$ cat src/rtl/gps_signal_gen_pkg.sv
// Shared types and helpers for the PmodGPS status-pin emulator.
package gps_signal_gen_pkg;

    // Emulated receiver phases: powered off, searching sky, acquiring, holding a 3D fix.
    typedef enum logic [1:0] {
        IDLE    = 2'd0,
        SEARCH  = 2'd1,
        ACQUIRE = 2'd2,
        FIX     = 2'd3
    } gen_state_e;

endpackage

$ cat src/rtl/gps_signal_gen_if.sv
// Control and status bundle between a scenario driver and the GPS pin emulator.
// Control is level-based, not a handshake: en_i and fix_req_i are held levels
// that the emulator samples every cycle (fix_req_i only matters at a period tick).
// The status pins are registered levels with no acknowledge. state_o/cnt_o
// expose the FSM state and period counter for observation.
interface gps_signal_gen_if
    import gps_signal_gen_pkg::*;
#(
    parameter int period_cycles_p = 12_000_000
);
    logic                               en_i;
    logic                               fix_req_i;
    logic                               onepps_o;
    logic                               threedf_o;
    logic                               locked_o;
    gen_state_e                         state_o;
    logic [$clog2(period_cycles_p)-1:0] cnt_o;

    // Scenario driver side.
    modport master (
        output en_i, fix_req_i,
        input  onepps_o, threedf_o, locked_o, state_o, cnt_o
    );

    // Emulator side.
    modport slave (
        input  en_i, fix_req_i,
        output onepps_o, threedf_o, locked_o, state_o, cnt_o
    );
endinterface

$ cat src/rtl/gps_signal_gen_period_ticker.sv
// Free-running period counter: counts 0 .. period_cycles_p-1 and wraps,
// flagging the last count of each period as the tick.
module period_ticker #(
    parameter int period_cycles_p = 12_000_000
) (
    input  logic                               clk_i,
    input  logic                               rst_i,
    input  logic                               clr_i,
    output logic [$clog2(period_cycles_p)-1:0] cnt_o,
    output logic                               tick_o
);
    localparam int CNT_W = $clog2(period_cycles_p);
    localparam logic [CNT_W-1:0] LAST_C = CNT_W'(period_cycles_p - 1);

    logic [CNT_W-1:0] r_cnt;
    logic             w_tick;

    assign w_tick = (r_cnt == LAST_C);

    // Advance the counter, wrapping at the end of the period; clear holds it at 0.
    always_ff @(posedge clk_i) begin
        if (rst_i || clr_i) begin
            r_cnt <= '0;
        end else if (w_tick) begin
            r_cnt <= '0;
        end else begin
            r_cnt <= r_cnt + 1'b1;
        end
    end

    assign cnt_o  = r_cnt;
    assign tick_o = w_tick;
endmodule

$ cat src/rtl/gps_signal_gen.sv
// PmodGPS status-pin emulator: produces 1PPS and 3DF waveforms for the
// search / acquire / fix sequence so the fix detector can run without sky view.
module gps_signal_gen
    import gps_signal_gen_pkg::*;
#(
    parameter int period_cycles_p   = 12_000_000,
    parameter int pps_width_p       = 1_200_000,
    parameter int acquire_periods_p = 3
) (
    input  logic             clk_i,
    input  logic             rst_i,
    gps_signal_gen_if.slave  bus
);
    localparam int CNT_W = $clog2(period_cycles_p);
    localparam int ACQ_W = $clog2(acquire_periods_p + 1);
    localparam logic [CNT_W-1:0] HALF_C   = CNT_W'(period_cycles_p / 2);
    localparam logic [CNT_W-1:0] PPS_C    = CNT_W'(pps_width_p);
    localparam logic [ACQ_W-1:0] ACQ_LAST = ACQ_W'(acquire_periods_p - 1);

    gen_state_e       r_state;
    gen_state_e       w_state_nxt;
    logic [ACQ_W-1:0] r_acq;
    logic [ACQ_W-1:0] w_acq_nxt;
    logic [CNT_W-1:0] w_cnt;
    logic             w_tick;
    logic             w_clr;
    logic             r_onepps;
    logic             r_threedf;
    logic             r_locked;

    // Counter is parked at 0 in IDLE and forced there as soon as the emulator is disabled,
    // so the first SEARCH cycle always starts a fresh period.
    assign w_clr = ~bus.en_i | (r_state == IDLE);

    period_ticker #(
        .period_cycles_p (period_cycles_p)
    ) u_ticker (
        .clk_i  (clk_i),
        .rst_i  (rst_i),
        .clr_i  (w_clr),
        .cnt_o  (w_cnt),
        .tick_o (w_tick)
    );

    // State and acquire-period registers.
    always_ff @(posedge clk_i) begin
        if (rst_i) begin
            r_state <= IDLE;
            r_acq   <= '0;
        end else begin
            r_state <= w_state_nxt;
            r_acq   <= w_acq_nxt;
        end
    end

    // Next-state logic: disable wins over everything; fix_req_i only matters at a tick.
    always_comb begin
        w_state_nxt = r_state;
        w_acq_nxt   = r_acq;
        if (!bus.en_i) begin
            w_state_nxt = IDLE;
            w_acq_nxt   = '0;
        end else begin
            unique case (r_state)
                IDLE: begin
                    w_state_nxt = SEARCH;
                end
                SEARCH: begin
                    if (w_tick && bus.fix_req_i) begin
                        w_state_nxt = ACQUIRE;
                        w_acq_nxt   = '0;
                    end
                end
                ACQUIRE: begin
                    if (w_tick) begin
                        if (!bus.fix_req_i) begin
                            w_state_nxt = SEARCH;
                        end else if (r_acq == ACQ_LAST) begin
                            w_state_nxt = FIX;
                        end else begin
                            w_acq_nxt = r_acq + 1'b1;
                        end
                    end
                end
                FIX: begin
                    if (w_tick && !bus.fix_req_i) begin
                        w_state_nxt = SEARCH;
                    end
                end
                default: begin
                    w_state_nxt = IDLE;
                end
            endcase
        end
    end

    // Registered pin decode; reset or disable blanks the pins on the very next cycle
    // so a pulse in flight is cut rather than stretched.
    always_ff @(posedge clk_i) begin
        if (rst_i || !bus.en_i) begin
            r_onepps  <= 1'b0;
            r_threedf <= 1'b0;
            r_locked  <= 1'b0;
        end else begin
            r_onepps  <= (r_state == FIX) && (w_cnt < PPS_C);
            r_threedf <= ((r_state == SEARCH) || (r_state == ACQUIRE)) && (w_cnt < HALF_C);
            r_locked  <= (r_state == FIX);
        end
    end

    assign bus.onepps_o  = r_onepps;
    assign bus.threedf_o = r_threedf;
    assign bus.locked_o  = r_locked;
    assign bus.state_o   = r_state;
    assign bus.cnt_o     = w_cnt;
endmodule

$ cat src/flat_wrapper.sv
// flat-port wrapper written by rule: the top's interface ports become plain ports
module gps_signal_gen_flat import gps_signal_gen_pkg::*;
#(
    parameter int period_cycles_p   = 12_000_000,
    parameter int pps_width_p       = 1_200_000,
    parameter int acquire_periods_p = 3
)
  (clk_i, rst_i, bus_en_i, bus_fix_req_i, bus_onepps_o, bus_threedf_o, bus_locked_o, bus_state_o, bus_cnt_o);
  gps_signal_gen_if #(.period_cycles_p(period_cycles_p)) bus_i ();
  input  logic clk_i;
  input  logic rst_i;
  input wire logic [$bits(bus_i.en_i)-1:0] bus_en_i;
  input wire logic [$bits(bus_i.fix_req_i)-1:0] bus_fix_req_i;
  output wire logic [$bits(bus_i.onepps_o)-1:0] bus_onepps_o;
  output wire logic [$bits(bus_i.threedf_o)-1:0] bus_threedf_o;
  output wire logic [$bits(bus_i.locked_o)-1:0] bus_locked_o;
  output wire logic [$bits(bus_i.state_o)-1:0] bus_state_o;
  output wire logic [$bits(bus_i.cnt_o)-1:0] bus_cnt_o;
  assign bus_i.en_i = bus_en_i;
  assign bus_i.fix_req_i = bus_fix_req_i;
  assign bus_onepps_o = bus_i.onepps_o;
  assign bus_threedf_o = bus_i.threedf_o;
  assign bus_locked_o = bus_i.locked_o;
  assign bus_state_o = bus_i.state_o;
  assign bus_cnt_o = bus_i.cnt_o;
  gps_signal_gen #(.period_cycles_p(period_cycles_p), .pps_width_p(pps_width_p), .acquire_periods_p(acquire_periods_p)) u_core (.clk_i(clk_i), .rst_i(rst_i), .bus(bus_i));
endmodule
$ cat config.mk
export PLATFORM = sky130hd
export DESIGN_NAME = gps_signal_gen_flat
export DESIGN_NICKNAME = d
export VERILOG_FILES = /design/src/rtl/gps_signal_gen_pkg.sv /design/src/rtl/gps_signal_gen_if.sv /design/src/rtl/gps_signal_gen_period_ticker.sv /design/src/rtl/gps_signal_gen.sv /design/src/flat_wrapper.sv
export SDC_FILE = /design/constraint.sdc
export NUM_CORES = 1
export LEC_CHECK = 0
export CAP_MARGIN = 5
export CORE_MARGIN = 2
export CORE_UTILIZATION = 45
export DETAILED_ROUTE_END_ITERATION = 6
export PLACE_DENSITY = 0.73
export SYNTH_ARGS = -nofsm -noshare
export SYNTH_HDL_FRONTEND = slang
export SYNTH_SLANG_ARGS = --single-unit
$ cat constraint.sdc
create_clock -name clk_i -period 1.4 [get_ports clk_i]
set_input_delay 0.28 -clock clk_i [delete_from_list [all_inputs] [get_ports clk_i]]
set_output_delay 0.28 -clock clk_i [all_outputs]
set_load 0.005 [all_outputs]
==> metrics.md <==
| Metric | Value |
|---|---|
| Chip width | `between 60 and 70 um` |
| F_max | `approximately 620 MHz` |
| Ys async rst share | `0%` |
| Total number of vias | `1712` |
| CORE AREA | `3360 um^2` |
| Chip height | `63.5 um` |
| First-pass GRT wire length | `8.28 mm` |
| Placed insts | `302` |
| Site Rows | `21` |
| Crit path arrival time | `1.85 ns` |
| Initial antenna violation count | `0` |
| Status | `finished with violations` |
| Final setup fails | `27` |
| Post-Layout Inst Area | `about 2700 um^2` |
| Final HPWL DP | `3.34 mm` |
| Gpl congestion | `approximately 0.85` |
| Routed wire length | `approximately 5 mm` |
| Skew final | `0.00760 ns` |
| Port Buffers | `32` |
| Endpoints failing hold | `0` |
| Syn nets | `192` |
| Nets | `290` |
| Die footprint | `4030 um^2` |
| Worst hold path class | `flop to flop` |
| Min-Delay Startpoint | `u_core.r_acq[0]$_SDFFE_PP0P_` |
| Reg2Reg Capture Point | `u_core.u_ticker.cnt_o[9]$_SDFF_PP0_` |
| RR Startpoint | `u_core.u_ticker.cnt_o[14]$_SDFF_PP0_` |
| Hold EP | `u_core.r_acq[0]$_SDFFE_PP0P_` |
| Worst path required time | `1.63 ns` |
| CTS Buf Count | `5` |
| Crit end category | `flop` |
| Vias per cell | `approximately 5.3` |
| Area Growth Syn to Fin | `69.0%` |
| Avg Cell Area, Syn | `around 8.8 um^2` |
| R2R setup slack | `-0.22 ns` |
| Overall routing resource usage | `26.7%` |
| Pleak | `1.21 nW` |
| Reg clk slew, reported paths | `~0.090 ns` |
| Hold path depth | `2` |
| DRT iter0 DRCs | `57` |
| Ratio of cells with drive above 1 in the final layout | `45.5%` |
| CTS H-tree depth | `2` |
| Post-Syn Area | `1590 um^2` |
| Post-route DRC | `0` |
| CTS sink cnt | `31` |
| Count leader, synth | `nor2_1` |
| Main synth FF type | `dfxtp_1` |
| Relative slew slack | `78.9%` |
| Synthesis Warnings | `0` |
| Maximum vdd drop | `about 530 uV` |
| I/O pin count | `33` |
| Crit start category | `flop` |
| RSZ-0062 raised after global routing | `true` |
| Wire per inst | `15.8 um` |
| Dominant cells by area after synthesis | `dfxtp_1 39%, nor2_1 8.0%, xor2_1 7.1%` |
| Largest net degree at the start of global routing | `12` |
| Root Driver | `clkbuf_4` |
| Post-synthesis sequential area ratio | `39.0%` |
| CTS tree | `built` |
| Cell accounting for the most synthesized area | `dfxtp_1` |
| Final worst slack | `-0.220 ns` |
| Clock Latency Late Sink | `0.34 ns` |
| Grt ovf | `0` |
| Post-DP Area | `2340 um^2` |
| Actual slew at the worst max-slew pin | `0.314 ns` |
| Starting Density | `47.4%` |
| Number of synthesized register bits | `31` |
| Setup CP Type | `flop to flop` |
| Fin Hold WS | `0.479 ns` |
| Post-synth top cells | `34 x nor2_1, 31 x dfxtp_1, 16 x nand3_1` |
| Ant. Diodes | `0` |
| CP max FO | `10` |
| Pwr dens | `532 nW/um^2` |
| Fin. max-slew vios | `0` |
| Top cell type's share of synthesized area | `39.0%` |
| Non-filler cells, final | `325` |
| Minimum clock period | `1.62 ns` |
| Max-cap violations | `0` |
| Clock Tree Buf Depth | `2` |
| R2R depth | `6` |
| Fillers | `243` |
| Violated checks | `setup timing` |
| Number of synthesized flops with an enable pin | `0` |
| Syn Inst Count | `about 180` |
| Vias in the first global route | `1779` |
| Yosys cell types | `35` |
| Drt first pass iters | `4` |
| Routed Antenna Nets | `0` |
| Tcrit/Tclk final | `116%` |
[critical path, cell delays in order (launching register included)]
cell and delay [ns]:
dfxtp_2 0.35, and4bb_1 0.34, nand4_4 0.17, buf_4 0.19
o31ai_4 0.22, buf_6 0.18, nor2_1 0.06
[cell type report]
| class | count | area (um^2) | share of cell area [%] |
|---|---|---|---|
| clock buffers | 6 | 41.3 | 1.53 |
| inverters | 6 | 22.5 | 0.837 |
| multi-input cells | 140 | 1080 | 40.2 |
| flip-flops and latches | 31 | 666 | 24.7 |
| well taps | 46 | 57.6 | 2.14 |
| repair buffers | 96 | 823 | 30.6 |
[sequential cells by signal (all words and copies together), names as in the netlist]
name and cells:
u_core.bus.locked_o 1, u_core.bus.threedf_o 1, u_core.bus.onepps_o 1, u_core.u_ticker.cnt_o 24, u_core.r_acq 2, u_core.bus.state_o 2
[worst max path at each step]
stage	start	endpoint	slack [ns]
after floorplan	u_core.u_ticker.cnt_o[13]$_SDFF_PP0_	u_core.r_acq[1]$_SDFFE_PP0P_	-0.12
after global placement	bus_fix_req_i	u_core.r_acq[1]$_SDFFE_PP0P_	-0.22
after detailed placement	bus_fix_req_i	u_core.r_acq[1]$_SDFFE_PP0P_	-0.27
after CTS	u_core.u_ticker.cnt_o[8]$_SDFF_PP0_	u_core.bus.state_o[0]$_SDFFE_PP0P_	-0.18
after global routing	u_core.u_ticker.cnt_o[8]$_SDFF_PP0_	u_core.u_ticker.cnt_o[20]$_SDFF_PP0_	-0.29
final	u_core.u_ticker.cnt_o[14]$_SDFF_PP0_	u_core.u_ticker.cnt_o[9]$_SDFF_PP0_	-0.22
[report_power, final]
part	total (W)	internal [W]	switching, W	leakage, nW
logic	0.0000788	0.0000415	0.0000373	0.923
clock network	0.000473	0.000178	0.000295	0.0242
registers	0.000880	0.000876	0.00000434	0.265
total	0.00143	0.00110	0.000337	1.21
[placed cells by master, fill, tap and decap left out, types with 2 or more instances in the layout]
master            n
nand2b_1          2
nor2b_1           2
a31oi_1           2
nand4_1           4
inv_1             5
nor2_1           30
clkbuf_4          5
nor3_2            2
o21ai_1           2
and2_1            2
nor2_2            3
nand3_1          11
nand4_4           2
nand2_4           2
nor4_4            4
ha_4              2
buf_6            16
dlygate4sd2_1    26
xnor2_1           8
clkdlybuf4s15_1   2
xor2_1           13
dfxtp_2          21
nor3_1            6
buf_4            48
dfxtp_4           5
nand3_2           5
a21oi_1           3
clkdlybuf4s50_1   3
dfxtp_1           5
ha_1              2
mux2i_1           3
ha_2              2
nand2_1          10
[metrics by stage]
stage	setup TNS [ns]	setup WS (ns)	util, %	total power, W
5_1_grt	-6.78	-0.293	80.0	0.00149
6_report	-4.75	-0.220	80.0	0.00143
3_3_place_gp	-3.41	-0.223	69.7	0.000980
4_1_cts	-2.48	-0.183	77.2	0.00143
3_5_place_dp	-3.91	-0.269	69.7	0.000983
2_1_floorplan	-2.09	-0.115	-	0.000945
[per-layer routing]
metal	vias up	routed length [um]	global-route usage, %
met5	-	0	0
met4	0	241	13.9
met3	23	268	6.43
met2	54	2630	46.4
met1	817	1990	29.9
li1	818	-	-
[cells by family (layout without fill, tap and decap cells)]
| kind of cell | after synthesis | after routing | share of synthesized area [%] |
|---|---|---|---|
| xor gates and xnor gates | 21 | 21 | 11.5 |
| DFF | 31 | 31 | 39.0 |
| AOI/OAI and AO/OA | 15 | 15 | 6.44 |
| adders and majority gates | 6 | 6 | 4.71 |
| buffers and inverters | 11 | 108 | 2.91 |
| muxes | 3 | 3 | 1.89 |
| and+or+nand+nor | 95 | 95 | 33.5 |
[timing repair]
action / in CTS / in global routing
endpoints found under the hold margin: 0 / 0
setup endpoints to repair: 55 / 36
hold buffers: 0 / 0
pin swaps: 23 / 14
setup buffers: 16 / 3
resized for setup: 76 / 26
No activity file was read; power rests on OpenSTA's default activity.
